`config.mk`:
```
export PLATFORM = sky130hd
export DESIGN_NAME = alu_cmd_issuer
export DESIGN_NICKNAME = d
export VERILOG_FILES = /design/src/rtl/alu_pkg.sv /design/src/rtl/alu_cmd_issuer.sv
export SDC_FILE = /design/constraint.sdc
export NUM_CORES = 1
export LEC_CHECK = 0
export CAP_MARGIN = 40
export CORE_MARGIN = 3
export CORE_UTILIZATION = 47
export CTS_CLUSTER_SIZE = 10
export DETAILED_ROUTE_END_ITERATION = 10
export GPL_TIMING_DRIVEN = 1
export PLACE_DENSITY = 0.8
export RECOVER_POWER = 50
export SYNTH_ARGS = -nofsm -noshare
export SYNTH_HDL_FRONTEND = slang
export SYNTH_SLANG_ARGS = --single-unit
```
`constraint.sdc`:
```
create_clock -name clk -period 2.2 [get_ports clk]
set_clock_uncertainty 0.1 [all_clocks]
set_input_delay 0.44 -clock clk [delete_from_list [all_inputs] [get_ports clk]]
set_output_delay 0.44 -clock clk [all_outputs]
set_load 0.1 [all_outputs]
```
`src/rtl/alu_pkg.sv`:
```
`default_nettype none
// ============================================================================
// Module      : alu_pkg
// Description : Shared opcode constants, issuer state encoding and the
//               error result word for the 4-bit ALU command issuer.
// Revision    : 1.0 - initial release
// ============================================================================
package alu_pkg;

    // ALU opcodes (4-bit sel field of the attached combinational ALU)
    localparam logic [3:0] OP_ADD  = 4'b0000;
    localparam logic [3:0] OP_SUB  = 4'b0001;
    localparam logic [3:0] OP_MUL  = 4'b0010;
    localparam logic [3:0] OP_DIV  = 4'b0011;
    localparam logic [3:0] OP_MOD  = 4'b0100;
    localparam logic [3:0] OP_AND  = 4'b0101;
    localparam logic [3:0] OP_OR   = 4'b0110;
    localparam logic [3:0] OP_XOR  = 4'b0111;
    localparam logic [3:0] OP_NOR  = 4'b1000;
    localparam logic [3:0] OP_XNOR = 4'b1001;
    localparam logic [3:0] OP_NOT  = 4'b1010;
    localparam logic [3:0] OP_PASS = 4'b1011;
    localparam logic [3:0] OP_SHL  = 4'b1100;
    localparam logic [3:0] OP_SHR  = 4'b1101;
    localparam logic [3:0] OP_INC  = 4'b1110;
    localparam logic [3:0] OP_DEC  = 4'b1111;

    // Result word returned when a divide/modulo by zero is trapped
    localparam logic [15:0] ERR_RESULT = 16'hFFFF;

    // Issuer state encoding
    typedef enum logic [1:0] {
        ST_IDLE   = 2'd0,
        ST_KICK   = 2'd1,
        ST_SETTLE = 2'd2,
        ST_RESP   = 2'd3
    } state_t;

    // True for the opcodes that would fault on a zero divisor
    function automatic logic is_div_op(input logic [3:0] sel);
        return (sel == OP_DIV) || (sel == OP_MOD);
    endfunction

endpackage
`default_nettype wire

```
`src/rtl/alu_cmd_issuer.sv`:
```
`default_nettype none
// ============================================================================
// Module      : alu_cmd_issuer
// Description : Accepts ALU commands over valid/ready, drives the attached
//               combinational ALU (with an inverted-opcode kick so it always
//               re-evaluates), captures the result after a settle window and
//               returns it over a second valid/ready handshake. Traps
//               divide/modulo by zero, supports result chaining and counts
//               completed operations.
// Revision    : 1.0 - initial release
// ============================================================================
module alu_cmd_issuer
    import alu_pkg::*;
#(
    parameter int SETTLE_CYC = 1,
    parameter int CNT_W      = 8
) (
    input  logic             clk,
    input  logic             rst,
    input  logic             cmd_valid,
    output logic             cmd_ready,
    input  logic [3:0]       cmd_sel,
    input  logic [3:0]       cmd_a,
    input  logic [3:0]       cmd_b,
    input  logic             cmd_chain,
    output logic [3:0]       alu_sel,
    output logic [3:0]       alu_a,
    output logic [3:0]       alu_b,
    input  logic [15:0]      alu_op,
    output logic             res_valid,
    input  logic             res_ready,
    output logic [15:0]      res_data,
    output logic             res_err,
    output logic [CNT_W-1:0] op_cnt
);

    localparam logic [3:0]       c_settle_init = 4'(SETTLE_CYC);
    localparam logic [CNT_W-1:0] c_cnt_one     = CNT_W'(1);

    state_t           r_state;
    state_t           w_state_next;
    logic [3:0]       r_sel;
    logic [3:0]       r_cnt;
    logic [3:0]       r_last_res;   // only the low nibble can ever be chained
    logic [3:0]       r_alu_sel;
    logic [3:0]       r_alu_a;
    logic [3:0]       r_alu_b;
    logic             r_res_valid;
    logic [15:0]      r_res_data;
    logic             r_res_err;
    logic [CNT_W-1:0] r_op_cnt;

    logic             w_accept;
    logic             w_div0;
    logic             w_handoff;
    logic [3:0]       w_a;

    assign cmd_ready = (r_state == ST_IDLE) & ~rst;
    assign w_accept  = cmd_valid & cmd_ready;
    assign w_a       = cmd_chain ? r_last_res : cmd_a;
    assign w_div0    = is_div_op(cmd_sel) && (cmd_b == 4'h0);
    assign w_handoff = (r_state == ST_RESP) & r_res_valid & res_ready;

    assign alu_sel   = r_alu_sel;
    assign alu_a     = r_alu_a;
    assign alu_b     = r_alu_b;
    assign res_valid = r_res_valid;
    assign res_data  = r_res_data;
    assign res_err   = r_res_err;
    assign op_cnt    = r_op_cnt;

    // State register
    always_ff @(posedge clk or posedge rst) begin
        if (rst) r_state <= ST_IDLE;
        else     r_state <= w_state_next;
    end

    // Next-state decode
    always_comb begin
        w_state_next = r_state;
        case (r_state)
            ST_IDLE:   if (w_accept) w_state_next = w_div0 ? ST_RESP : ST_KICK;
            ST_KICK:   w_state_next = ST_SETTLE;
            ST_SETTLE: if (r_cnt == 4'd1) w_state_next = ST_RESP;
            ST_RESP:   if (w_handoff) w_state_next = ST_IDLE;
            default:   w_state_next = ST_IDLE;
        endcase
    end

    // Datapath: ALU drive, settle counter, result capture and hand-off count
    always_ff @(posedge clk or posedge rst) begin
        if (rst) begin
            r_sel       <= 4'h0;
            r_cnt       <= 4'h0;
            r_last_res  <= 4'h0;
            r_alu_sel   <= 4'h0;
            r_alu_a     <= 4'h0;
            r_alu_b     <= 4'h0;
            r_res_valid <= 1'b0;
            r_res_data  <= 16'h0000;
            r_res_err   <= 1'b0;
            r_op_cnt    <= '0;
        end else begin
            case (r_state)
                ST_IDLE: begin
                    if (w_accept) begin
                        r_sel <= cmd_sel;
                        if (w_div0) begin
                            // Trapped: ALU is left alone, valid follows next edge
                            r_res_data <= ERR_RESULT;
                            r_res_err  <= 1'b1;
                        end else begin
                            // Inverted opcode first so the ALU sees a sel change
                            r_alu_a   <= w_a;
                            r_alu_b   <= cmd_b;
                            r_alu_sel <= ~cmd_sel;
                        end
                    end
                end
                ST_KICK: begin
                    r_alu_sel <= r_sel;
                    r_cnt     <= c_settle_init;
                end
                ST_SETTLE: begin
                    r_cnt <= r_cnt - 4'd1;
                    if (r_cnt == 4'd1) begin
                        r_res_data  <= alu_op;
                        r_last_res  <= alu_op[3:0];
                        r_res_err   <= 1'b0;
                        r_res_valid <= 1'b1;
                    end
                end
                ST_RESP: begin
                    if (w_handoff) begin
                        r_res_valid <= 1'b0;
                        r_op_cnt    <= r_op_cnt + c_cnt_one;
                    end else if (!r_res_valid) begin
                        r_res_valid <= 1'b1;
                    end
                end
                default: ;
            endcase
        end
    end

endmodule
`default_nettype wire

```
==> impl_metrics.ini <==
[outcome]
status = finished, final reports clean

[grt]
antenna_found_initial = 0
track_usage = 0.186
grt_pass1_wl_mm = 8.89
grt_max_degree = 35
grt_pass1_vias = 1830
grt_overflow_total = 0

[floorplan]
die_x_um = 77.0
rows = 25
die_area_um2 = 5930
die_h_um = 77.0
ioPinCount = 72
start_util = 0.495
coreArea_um2 = 4790

[worst_setup_path]
end_kind = register
critPathSlowestCell = a21oi_4
cp_max_fo = 16
slowest_delay_ps = 490
critical_path_class = input port to register
critPathLaunchType = input port
crit_chain = clkdlybuf4s50_1 -> nor3_2 -> o2111ai_1 -> a21oi_4 -> o22a_1
worstPathRequired_ps = 2340
worstPathArrival_ps = 2270

[synthesis]
syn_area_per_cell_um2 = 11.6
syn_nets = 246
synth_edf_count = 0
synth.most_common_cell = dfrtp_1
synth.top_cell.area_share = 0.549
ys_ff_latch = 52
synthTopCellsByCount = 52 x dfrtp_1, 24 x nand2_1, 16 x o22a_1
synth_flop_cell = dfrtp_1
yosysTopAreaCell = dfrtp_1
synthDistinctLibCells = 42
ys_async_sr_fraction = 1.00
seq_area_frac_synth = 0.549
ys_top_cells_by_area = dfrtp_1 55%, o22a_1 5.9%, ha_1 4.2%, nand2_1 3.8%, mux2_2 3.3%
syn_inst = 205
synth_area_um2 = 2370
yosysWarnings = 0

[drt]
via_count = 1862
antenna_left = 0
wire_per_inst_um = 14.7
avgViaCountPerCell = 5.13
drt_iter0_markers = 92
routed_wl_mm = 5.35
drc = 0
dr.pass1.iters = 4

[timing]
finalCritPeriodShare = 0.968
hold_ws_ps = 373
worstMarginPinSlew_ps = 947
min_period_ps = 2130
max_freq_mhz = 470
fin_tns_setup_ps = 0
maxSlewViolCount = 0
relSlewSlack = 0.369
setup_violations = 0
hold_violations = 0

[clocking]
hold_buffers = 0
cts_tree = done
worstSkewPairLatency_ps = 300
cts_sinks = 52
cts_buffer_depth = 2
root_buffer = clkbuf_8
cts_buffers = 5
htreeDepth = 2
clkTransAtPathRegs_ps = 90

[final_layout]
instances_no_fill = 363
drive_above_1_share = 0.267
area_growth_pct = 39.7
nets = 336
antennaDiodeCount = 0
stdcell_area_um2 = 3310

[place]
dp_hpwl_mm = 3.99
io_buffer_count = 71
place_area_um2 = 3220
dp.cells = 355
gp_congestion = 0.794

[worst_hold_path]
hold_path_class = register to register

[flow_run]
cap_violations = 0
==> metrics by stage <==
| step | utilization | setup WS (ps) |
|---|---|---|
| 2_1_floorplan | - | 35.6 |
| 3_3_place_gp | 0.672 | -244 |
| 3_5_place_dp | 0.672 | -289 |
| 4_1_cts | 0.699 | 18.3 |
| 5_1_grt | 0.692 | -33.7 |
| 6_report | 0.692 | 70.1 |
==> sequential cells by signal, summed over array words and instances (netlist names) <==
signal	flops
res_err	1
res_data	16
r_sel	4
op_cnt	8
alu_b	4
res_valid	1
r_state	2
alu_a	4
r_cnt	4
alu_sel	4
r_last_res	4
==> per-layer routing <==
| metal | wire length [um] | GRT usage | vias to the layer above | share of wire |
|---|---|---|---|---|
| li1 | - | - | 917 | - |
| met1 | 2340 | 0.249 | 892 | 0.44 |
| met2 | 2680 | 0.303 | 45 | 0.50 |
| met3 | 243 | 0.0364 | 8 | 0.045 |
| met4 | 89 | 0.0641 | 0 | 0.017 |
| met5 | 0 | 0 | - | 0 |
==> path summary, 6_finish.rpt <==
kind	startpoint	end	slack, ps	cells past startpoint
worst max-delay path	cmd_b[3]	res_data[5]	70	5
worst min-delay path	op_cnt[7]	op_cnt[7]	370	1
worst max register to register	r_state[1]	res_data[5]	120	6
worst min register to register	op_cnt[7]	op_cnt[7]	370	1
max in group asynchronous	rst	r_state[1]	500	4
min in group asynchronous	rst	alu_sel[1]	890	4
==> cells by family (layout without fill, tap and decap cells) <==
family                     after synthesis  in the layout  synth area share
muxes                                   14             14            0.0628
adders and majority gates                8              8            0.0422
xor gates and xnor gates                 7              7            0.0259
and+or+nand+nor                         53             53             0.112
DFF                                     52             52             0.549
buffers and inverters                   19            110            0.0396
AOI/OAI and AO/OA                       52             52             0.168
==> what timing repair did <==
| action | in CTS | in global routing |
|---|---|---|
| buffers inserted | 0 | 0 |
| resized for setup | 0 | 1 |
| endpoints found under the setup margin | 0 | 16 |
==> worst max-delay path: cells and delay by family <==
kind | cells | cell delay [ps]
AOI/OAI and AO/OA | 3 | 1030
buffers and inverters | 1 | 440
and+or+nand+nor | 1 | 360
==> layout by cell type, fill, tap and decap left out, drive strengths merged, types with 2 or more instances in the layout <==
| cell type | Yosys | layout |
|---|---|---|
| mux2 | 7 | 7 |
| nand2b | 2 | 2 |
| o21a | 4 | 4 |
| o2111ai | 2 | 2 |
| a221o | 2 | 2 |
| o21ai | 12 | 12 |
| nor3 | 5 | 5 |
| inv | 10 | 9 |
| clkdlybuf4s50 | 0 | 31 |
| a221oi | 3 | 3 |
| xor2 | 2 | 2 |
| mux2i | 7 | 7 |
| buf | 5 | 47 |
| clkbuf | 4 | 20 |
| o211a | 2 | 2 |
| and3b | 2 | 2 |
| ha | 8 | 8 |
| o22a | 16 | 16 |
| dfrtp | 52 | 52 |
| nor2 | 8 | 8 |
| nand2 | 24 | 24 |
| xnor2 | 5 | 5 |
| nand3 | 4 | 4 |
| a21oi | 3 | 3 |
| nand4 | 2 | 2 |
==> area by class of cell <==
cell class | instances | area (um2)
flip-flops and latches | 52 | 1300
clock buffers | 7 | 96.3
inverters | 10 | 37.5
multi-input cells | 134 | 1000
repair buffers | 92 | 757
fillers | 377 | 1480
well taps | 67 | 83.8
clock inverters | 1 | 30.0
Power is left out: the tool's default activity adds up to more than one toggle a clock period on the data nets, which glitch-free logic cannot reach.
